**src/rtl/float_pkg.sv**
```systemverilog
// Shared float-lane definitions for the 16-lane packer and argmin tree.
package float_pkg;

   localparam int NUM_LANES = 16;
   localparam int LANE_W    = 4;

   typedef logic [NUM_LANES-1:0]       lane_mask_t;
   typedef logic [NUM_LANES-1:0][63:0] f64_vec_t;

   // +infinity bit pattern, right-aligned in 64 bits, for 16/32/64-bit floats.
   function automatic logic [63:0] float_pos_inf(input int size);
      case (size)
         16:      float_pos_inf = 64'h0000_0000_0000_7C00;
         32:      float_pos_inf = 64'h0000_0000_7F80_0000;
         default: float_pos_inf = 64'h7FF0_0000_0000_0000;
      endcase
   endfunction

endpackage

```
**src/rtl/float_vector_slice.sv**
```systemverilog
// Single-entry vector register slice: holds one vector until downstream takes it.
// Lane mask sideband is carried when FLOAT_VECTOR_PACKER_LANE_MASK_EN is defined.
module float_vector_slice
   import float_pkg::*;
#(
   parameter int              SIZE      = 64,
   parameter logic [SIZE-1:0] PAD_VALUE = SIZE'(float_pos_inf(SIZE))
) (
   input  logic                           clk,
   input  logic                           rst,
   input  logic                           in_valid,
   output logic                           in_ready,
   input  logic [NUM_LANES-1:0][SIZE-1:0] in_data,
`ifdef FLOAT_VECTOR_PACKER_LANE_MASK_EN
   input  lane_mask_t                     in_user,
   output lane_mask_t                     out_user,
`endif
   output logic                           out_valid,
   input  logic                           out_ready,
   output logic [NUM_LANES-1:0][SIZE-1:0] out_data
);

   // A transfer happens on a side when valid && ready; the held vector never
   // changes while out_valid && !out_ready.
   assign in_ready = !out_valid || out_ready;

   always_ff @(posedge clk or posedge rst) begin
      if (rst) begin
         out_valid <= 1'b0;
         out_data  <= {NUM_LANES{PAD_VALUE}};
      end else if (in_ready) begin
         out_valid <= in_valid;
         if (in_valid) out_data <= in_data;
      end
   end

`ifdef FLOAT_VECTOR_PACKER_LANE_MASK_EN
   always_ff @(posedge clk or posedge rst) begin
      if (rst)                       out_user <= '0;
      else if (in_ready && in_valid) out_user <= in_user;
   end
`endif

endmodule

```
**src/rtl/float_vector_packer.sv**
```systemverilog
// Packs 16 scalar float beats into one 16-lane vector, padding short groups.
// Optional lane-valid mask on m_axis_tuser with FLOAT_VECTOR_PACKER_LANE_MASK_EN.
module float_vector_packer
   import float_pkg::*;
#(
   parameter int              SIZE      = 64,
   parameter logic [SIZE-1:0] PAD_VALUE = SIZE'(float_pos_inf(SIZE))
) (
   input  logic                           aclk,
   input  logic                           areset,
   input  logic [SIZE-1:0]                s_axis_tdata,
   input  logic                           s_axis_tvalid,
   output logic                           s_axis_tready,
   input  logic                           s_axis_tlast,
   output logic [NUM_LANES-1:0][SIZE-1:0] m_axis_tdata,
   output logic                           m_axis_tvalid,
`ifdef FLOAT_VECTOR_PACKER_LANE_MASK_EN
   output lane_mask_t                     m_axis_tuser,
`endif
   input  logic                           m_axis_tready
);

   logic [LANE_W-1:0]              cnt;
   logic [NUM_LANES-1:0][SIZE-1:0] fbuf;
   logic [NUM_LANES-1:0][SIZE-1:0] close_vec;
   logic [NUM_LANES-1:0][SIZE-1:0] load_vec;
   logic                           fbuf_full;
   logic                           accept;
   logic                           close;
   logic                           load_valid;
   logic                           load_ready;

   assign s_axis_tready = !fbuf_full && !areset;
   assign accept        = s_axis_tvalid && s_axis_tready;
   assign close         = accept && (s_axis_tlast || (cnt == LANE_W'(NUM_LANES-1)));

   // Completed vector as it looks including the closing beat and padding.
   always_comb begin
      close_vec = fbuf;
      for (int i = 0; i < NUM_LANES; i++) begin
         if (LANE_W'(i) == cnt)     close_vec[i] = s_axis_tdata;
         else if (LANE_W'(i) > cnt) close_vec[i] = PAD_VALUE;
      end
   end

   assign load_valid = fbuf_full || close;
   assign load_vec   = fbuf_full ? fbuf : close_vec;

   always_ff @(posedge aclk or posedge areset) begin
      if (areset) begin
         cnt       <= '0;
         fbuf_full <= 1'b0;
         fbuf      <= {NUM_LANES{PAD_VALUE}};
      end else if (accept) begin
         if (close) begin
            cnt <= '0;
            if (!load_ready) begin
               fbuf      <= close_vec;
               fbuf_full <= 1'b1;
            end
         end else begin
            cnt       <= cnt + LANE_W'(1);
            fbuf[cnt] <= s_axis_tdata;
         end
      end else if (fbuf_full && load_ready) begin
         fbuf_full <= 1'b0;
      end
   end

`ifdef FLOAT_VECTOR_PACKER_LANE_MASK_EN
   lane_mask_t fbuf_user;
   lane_mask_t close_user;
   lane_mask_t load_user;

   always_comb begin
      close_user = '0;
      for (int i = 0; i < NUM_LANES; i++) close_user[i] = (LANE_W'(i) <= cnt);
   end

   assign load_user = fbuf_full ? fbuf_user : close_user;

   always_ff @(posedge aclk or posedge areset) begin
      if (areset)                     fbuf_user <= '0;
      else if (close && !load_ready)  fbuf_user <= close_user;
   end
`endif

   float_vector_slice #(
      .SIZE      (SIZE),
      .PAD_VALUE (PAD_VALUE)
   ) u_obuf (
      .clk       (aclk),
      .rst       (areset),
      .in_valid  (load_valid),
      .in_ready  (load_ready),
      .in_data   (load_vec),
`ifdef FLOAT_VECTOR_PACKER_LANE_MASK_EN
      .in_user   (load_user),
      .out_user  (m_axis_tuser),
`endif
      .out_valid (m_axis_tvalid),
      .out_ready (m_axis_tready),
      .out_data  (m_axis_tdata)
   );

endmodule
```
**config.mk**
```make
export PLATFORM = sky130hd
export DESIGN_NAME = float_vector_packer
export DESIGN_NICKNAME = d
export VERILOG_FILES = /design/src/rtl/float_pkg.sv /design/src/rtl/float_vector_slice.sv /design/src/rtl/float_vector_packer.sv
export SDC_FILE = /design/constraint.sdc
export NUM_CORES = 2
export LEC_CHECK = 0
export BUFFER_PORTS_ARGS = -buffer_cell sky130_fd_sc_hd__buf_2
export CELL_PAD_IN_SITES_DETAIL_PLACEMENT = 1
export CELL_PAD_IN_SITES_GLOBAL_PLACEMENT = 1
export CORE_UTILIZATION = 44
export CTS_BUF_LIST = sky130_fd_sc_hd__clkbuf_4
export CTS_CLUSTER_SIZE = 16
export DETAILED_ROUTE_END_ITERATION = 10
export PLACE_DENSITY = 0.86
export REMOVE_ABC_BUFFERS = 1
export SLEW_MARGIN = 40
export SYNTH_ARGS = -nofsm -noshare
export SYNTH_HDL_FRONTEND = slang
export SYNTH_SLANG_ARGS = --single-unit
```
**constraint.sdc**
```tcl
create_clock -name aclk -period 71.4 [get_ports aclk]
set_clock_uncertainty 0.1 [all_clocks]
set_input_delay 10.71 -clock aclk [delete_from_list [all_inputs] [get_ports aclk]]
set_output_delay 10.71 -clock aclk [all_outputs]
set_load 0.01 [all_outputs]
```
---- Word level (Yosys, flattened, before mapping) ----
Index checks and enable logic that the tools add are counted.
word-level totals
  register bits ........................... 2054
  logic and storage cells ................. 132
operators by class
  magnitude comparators ................... 18
  multiplexer cells ....................... 43
  reduce and logical (&&, ||, !) cells .... 16
  equality and inequality tests ........... 19
  add/sub/neg operators ................... 1
operators with widths
  cell                                                                          count
  1024-bit 2-to-1 mux                                                           3
  64-bit 2-to-1 mux                                                             33
  1024-bit bitwise mux                                                          1
  64-bit demux with 4-bit select                                                1
  4-bit equality test, first input constant                                     8
  4-bit > comparator, first input constant                                      8
  3-bit by 4-bit equality test with 1-bit output, first input constant          4
  3-bit by 4-bit > comparator with 1-bit output, first input constant           4
  2-bit by 4-bit equality test with 1-bit output, first input constant          2
  1-bit by 4-bit > comparator with 1-bit output, first input constant           2
  2-bit by 4-bit > comparator with 1-bit output, first input constant           2
  1-bit logical AND                                                             5
  4-bit by 5-bit less-than comparator with 1-bit output, second input constant  1
  4-bit by 1-bit adder with 4-bit output, second input constant                 1
  1-bit by 4-bit equality test with 1-bit output, first input constant          1
  4-bit equality test, second input constant                                    1
  4-bit by 1-bit >= comparator with 1-bit output, second input constant         1
  4-bit logical NOT                                                             1
  1-bit 2-to-1 mux                                                              4
  4-bit 2-to-1 mux                                                              1
  2-bit != test, second input constant                                          2
  2-bit AND reduction                                                           2
  1-bit logical NOT                                                             3
  1-bit logical OR                                                              3
  3 further kinds                                                               3

---- Depth between registers and ports, before layout ----
  depth after elaboration ................. 6
  depth in mapped cells ................... 12
  gate-level depth less buffers ........... 6

---- Cells and area by module ----
A second synthesis with hierarchy kept.
second synthesis, totals
  cells, all modules ...................... 7811
  area total of the unflattened synthesis .. 96019.6 sq um
by module, submodules not included
  module               cells each  seq. area each (sq um)  times used  area an instance (sq um)
  float_vector_packer  5645        25969.9                 1           57766.7
  float_vector_slice   2166        25869.8                 1           38252.9

---- Worst setup path before layout ----
Ideal clock, no wire load.
  kind .................................... input to output
  start ................................... input port areset
  end ..................................... output port s_axis_tready
  slack ................................... 49.723 ns
  data arrival time ....................... 10.867 ns
  cell stages on the path ................. 1
  buffers on the path ..................... 0
  cell sequence ........................... nor2_1
on the way
  cells in the longest elaborated chain, start to end .. 2
RTL lines
  element                      RTL line                   text
  start: declaration           float_vector_packer.sv:10  input logic areset,
  1-bit logical NOT (no line)  --
  1-bit logical AND            float_vector_packer.sv:33  assign s_axis_tready = !fbuf_full && !areset;
  end: declaration             float_vector_packer.sv:13  output logic s_axis_tready,
No other way between the ends.

---- Worst setup path after layout ----
Same ends and word-level chain as after synthesis.

==> flow_summary.yaml <==
power:
  p_per_area_nw_per_um2: 33.7
  power.total_uw: 3750
  power_leakage_uw: 0.0515
  irDropWorstVdd_mv: 0.0194
sta:
  relSlewSlack: 0.340
  period_share: 0.315
  hold_viol: 0
  setup_viol: 0
  tns_ns: 0
  hold_ws_ns: 0.369
  grt_setup_unrepaired: "false"
  report.final.slew_viol_count: 0
  tightest_slew_ns: 0.991
  min_period_ns: 22.49
  fmax_ghz: 0.0445
clocking:
  clkSinkCount: 2054
  cts_root_buf: "clkbuf_4"
  cts.repair.resized: 0
  cts.path.max_buffers: 4
  clock_latency_ns: 1.51
  htreeDepth: 6
  post_cts_buffers: 0
  cts_buffers: 571
  cts_hold_buf: 0
  cts_tree: "built"
  path_clk_slew_ns: 0.06
global_routing:
  overflow: 0
  met2_usage: 0.567
  grt_use_met1: 0.462
  grt_pass1_vias: 91374
  grt_first_pass_wirelength_um: 643000
  grt.busiest_layer: "met2"
  use_met3: 0.157
  antenna_found_initial: 44
  grt_max_degree: 176
  track_usage: 0.392
route:
  drt_iter0_drc: 10322
  vias_per_cell: 6.89
  drc_errors: 0
  firstDrtPassIters: 6
  postRouteAntennaNets: 0
  via_count: 87081
  wl_per_cell_um: 34.9
  routed_wl_um: 442000
logic_synthesis:
  synth-main-ff-cell: "dfrtp_1"
  syn-instance-count: 8537
  yosys_warnings: 0
  synth_top_cell_by_area: "dfrtp_1"
  synth_edf_count: 0
  syn-cell-area_sq_um: 96200
  async_flop_share: 1.00
  yosys.cell_types.count: 60
  synth_area_leaders: "dfrtp_1 (44%), mux2_2 (12%), dfstp_2 (9.6%), a22o_1 (7.2%), o21ai_0 (6.3%)"
  yosysMostFrequentCell: "dfrtp_1"
  ys_ff_latch: 2054
  ys_top_cells_by_count: "dfrtp_1 (1702), o21ai_0 (1203), mux2_2 (1066)"
  synth_top_area_share: 0.443
  ys_seq_area_frac: 0.539
  avgSynthCellArea_sq_um: 11.3
worst_hold_path:
  hold_end: "u_obuf.out_data[957]$_DFFE_PP1P_"
  hold_path_class: "register to register"
  worstHoldStart: "u_obuf.out_data[957]$_DFFE_PP1P_"
  min_path_cells: 2
worst_setup_path:
  cpPeakStageDelay_ns: 0.52
  criticalPathCategory: "input port to output port"
  cp_cell_sequence: "buf_2 -> nor2_1 -> buf_2"
  cp.required_ns: 60.59
  cp.arrival_ns: 11.68
  path_max_fanout: 4
  r2r.worst_path.cells: 10
  cp_common_cell: "buf_2"
  r2r-end: "u_obuf.out_data[454]$_DFFE_PP0P_"
  r2r_setup_slack_ns: 65.53
  r2r-start: "cnt[1]$_DFFE_PP0P_"
  endpoint_kind: "output port"
  crit_slowest_cell: "nor2_1"
  start_kind: "input port"
die:
  rows: 171
  ios: 1095
  start_util: 0.443
  die_h_um: 470
  fp.dieW_um: 470
  dieArea_sq_um: 220000
  core_sq_um: 217000
placed_design:
  portBuffers: 1094
  place_congestion: 0.898
  dpl.hpwl_um: 247000
  dp.cells: 11652
layout:
  fin_nets: 9455
  fillers: 23171
  instances_no_fill: 12645
  final_core_util: 0.513
  areaGrowthSynthToFinish_pct: 15.7
  layout-drive-gt1-share: 0.395
run_status:
  status: "finished, final reports clean"
job:
  cap_violations: 0
logic make-up (layout without fill, tap and decap cells):
kind of cell             after synthesis  count (layout)  synth area share
flip-flops                          2054            2054             0.539
AO/OA/AOI/OAI                       3146            3146             0.227
multiplexers                        1249            1249             0.144
AND/OR/NAND/NOR                      965             965            0.0439
adder cells (fa/ha/maj)                5               5          0.000650
buffers and inverters               1118            2337            0.0456
other                                  0              35                 0
area by class of cell:
| class | count | area, sq um | area share |
|---|---|---|---|
| Multi-Input combinational cell | 5365 | 40400 | 0.363 |
| Clock buffer | 839 | 6300 | 0.0566 |
| Inverter | 85 | 332 | 0.00298 |
| Timing Repair Buffer | 1304 | 7900 | 0.0709 |
| Tap cell | 2854 | 3570 | 0.0321 |
| Antenna cell | 35 | 87.6 | 0.000787 |
| Sequential cell | 2054 | 51900 | 0.466 |
| Clock inverter | 109 | 861 | 0.00773 |
power by group:
part | internal [uW] | switching [uW] | total (uW)
clock network | 589 | 556 | 1150
registers | 1460 | 225 | 1690
logic | 359 | 560 | 919
total | 2410 | 1340 | 3750
sequential cells by signal (all words and copies together), names as in the netlist:
register / count
fbuf: 1024
fbuf_full: 1
u_obuf.out_data: 1024
cnt: 4
u_obuf.out_valid: 1
how the worst max path moves through the flow:
| stage | from | end | slack (ns) | cells past startpoint |
|---|---|---|---|---|
| 2_1_floorplan | fbuf_full$_DFFE_PP0P_ | u_obuf.out_data[384]$_DFFE_PP0P_ | -13.90 | 4 |
| 3_3_place_gp | areset | s_axis_tready | 48.98 | 3 |
| 3_5_place_dp | areset | s_axis_tready | 48.96 | 3 |
| 4_1_cts | areset | s_axis_tready | 48.95 | 3 |
| 5_1_grt | areset | s_axis_tready | 48.86 | 3 |
| 6_report | areset | s_axis_tready | 48.91 | 3 |
worst max-delay path: cells and delay by family:
family	cells	cell delay (ns)
simple gates	1	0.52
buf+inv	2	0.45
layer usage:
metal,vias to the layer above,part of all wire,routed length (um)
met5,-,0.0010,460
met4,44,0.090,39600
met3,2140,0.13,59100
met2,6902,0.43,190000
met1,44463,0.35,152000
li1,33532,-,-
placed cells by master, fill, tap and decap left out, types with 53 or more instances in the layout:
cell	n
dfrtp_1	1697
o21ai_0	1203
buf_2	1072
mux2_2	1066
clkbuf_4	839
a22o_1	793
nand2_1	664
dfstp_2	352
o211ai_1	269
a22oi_1	265
mux2i_1	183
buf_4	138
o22ai_1	122
a21oi_1	115
o221a_2	107
inv_1	83
a2bb2oi_1	64
o31ai_1	64
clkinv_1	63
nand3_1	62
and2_1	54
or2_2	53
buf_6	53
through the flow:
step | cell area [sq um] | worst slack (ns)
after global placement | 103000 | 48.98
final | 111000 | 48.91
after detailed placement | 104000 | 48.96
after floorplan | 92100 | -13.90
after CTS | 111000 | 48.95
after global routing | 111000 | 48.86
Note: power is estimated with default switching activity, not from simulation.
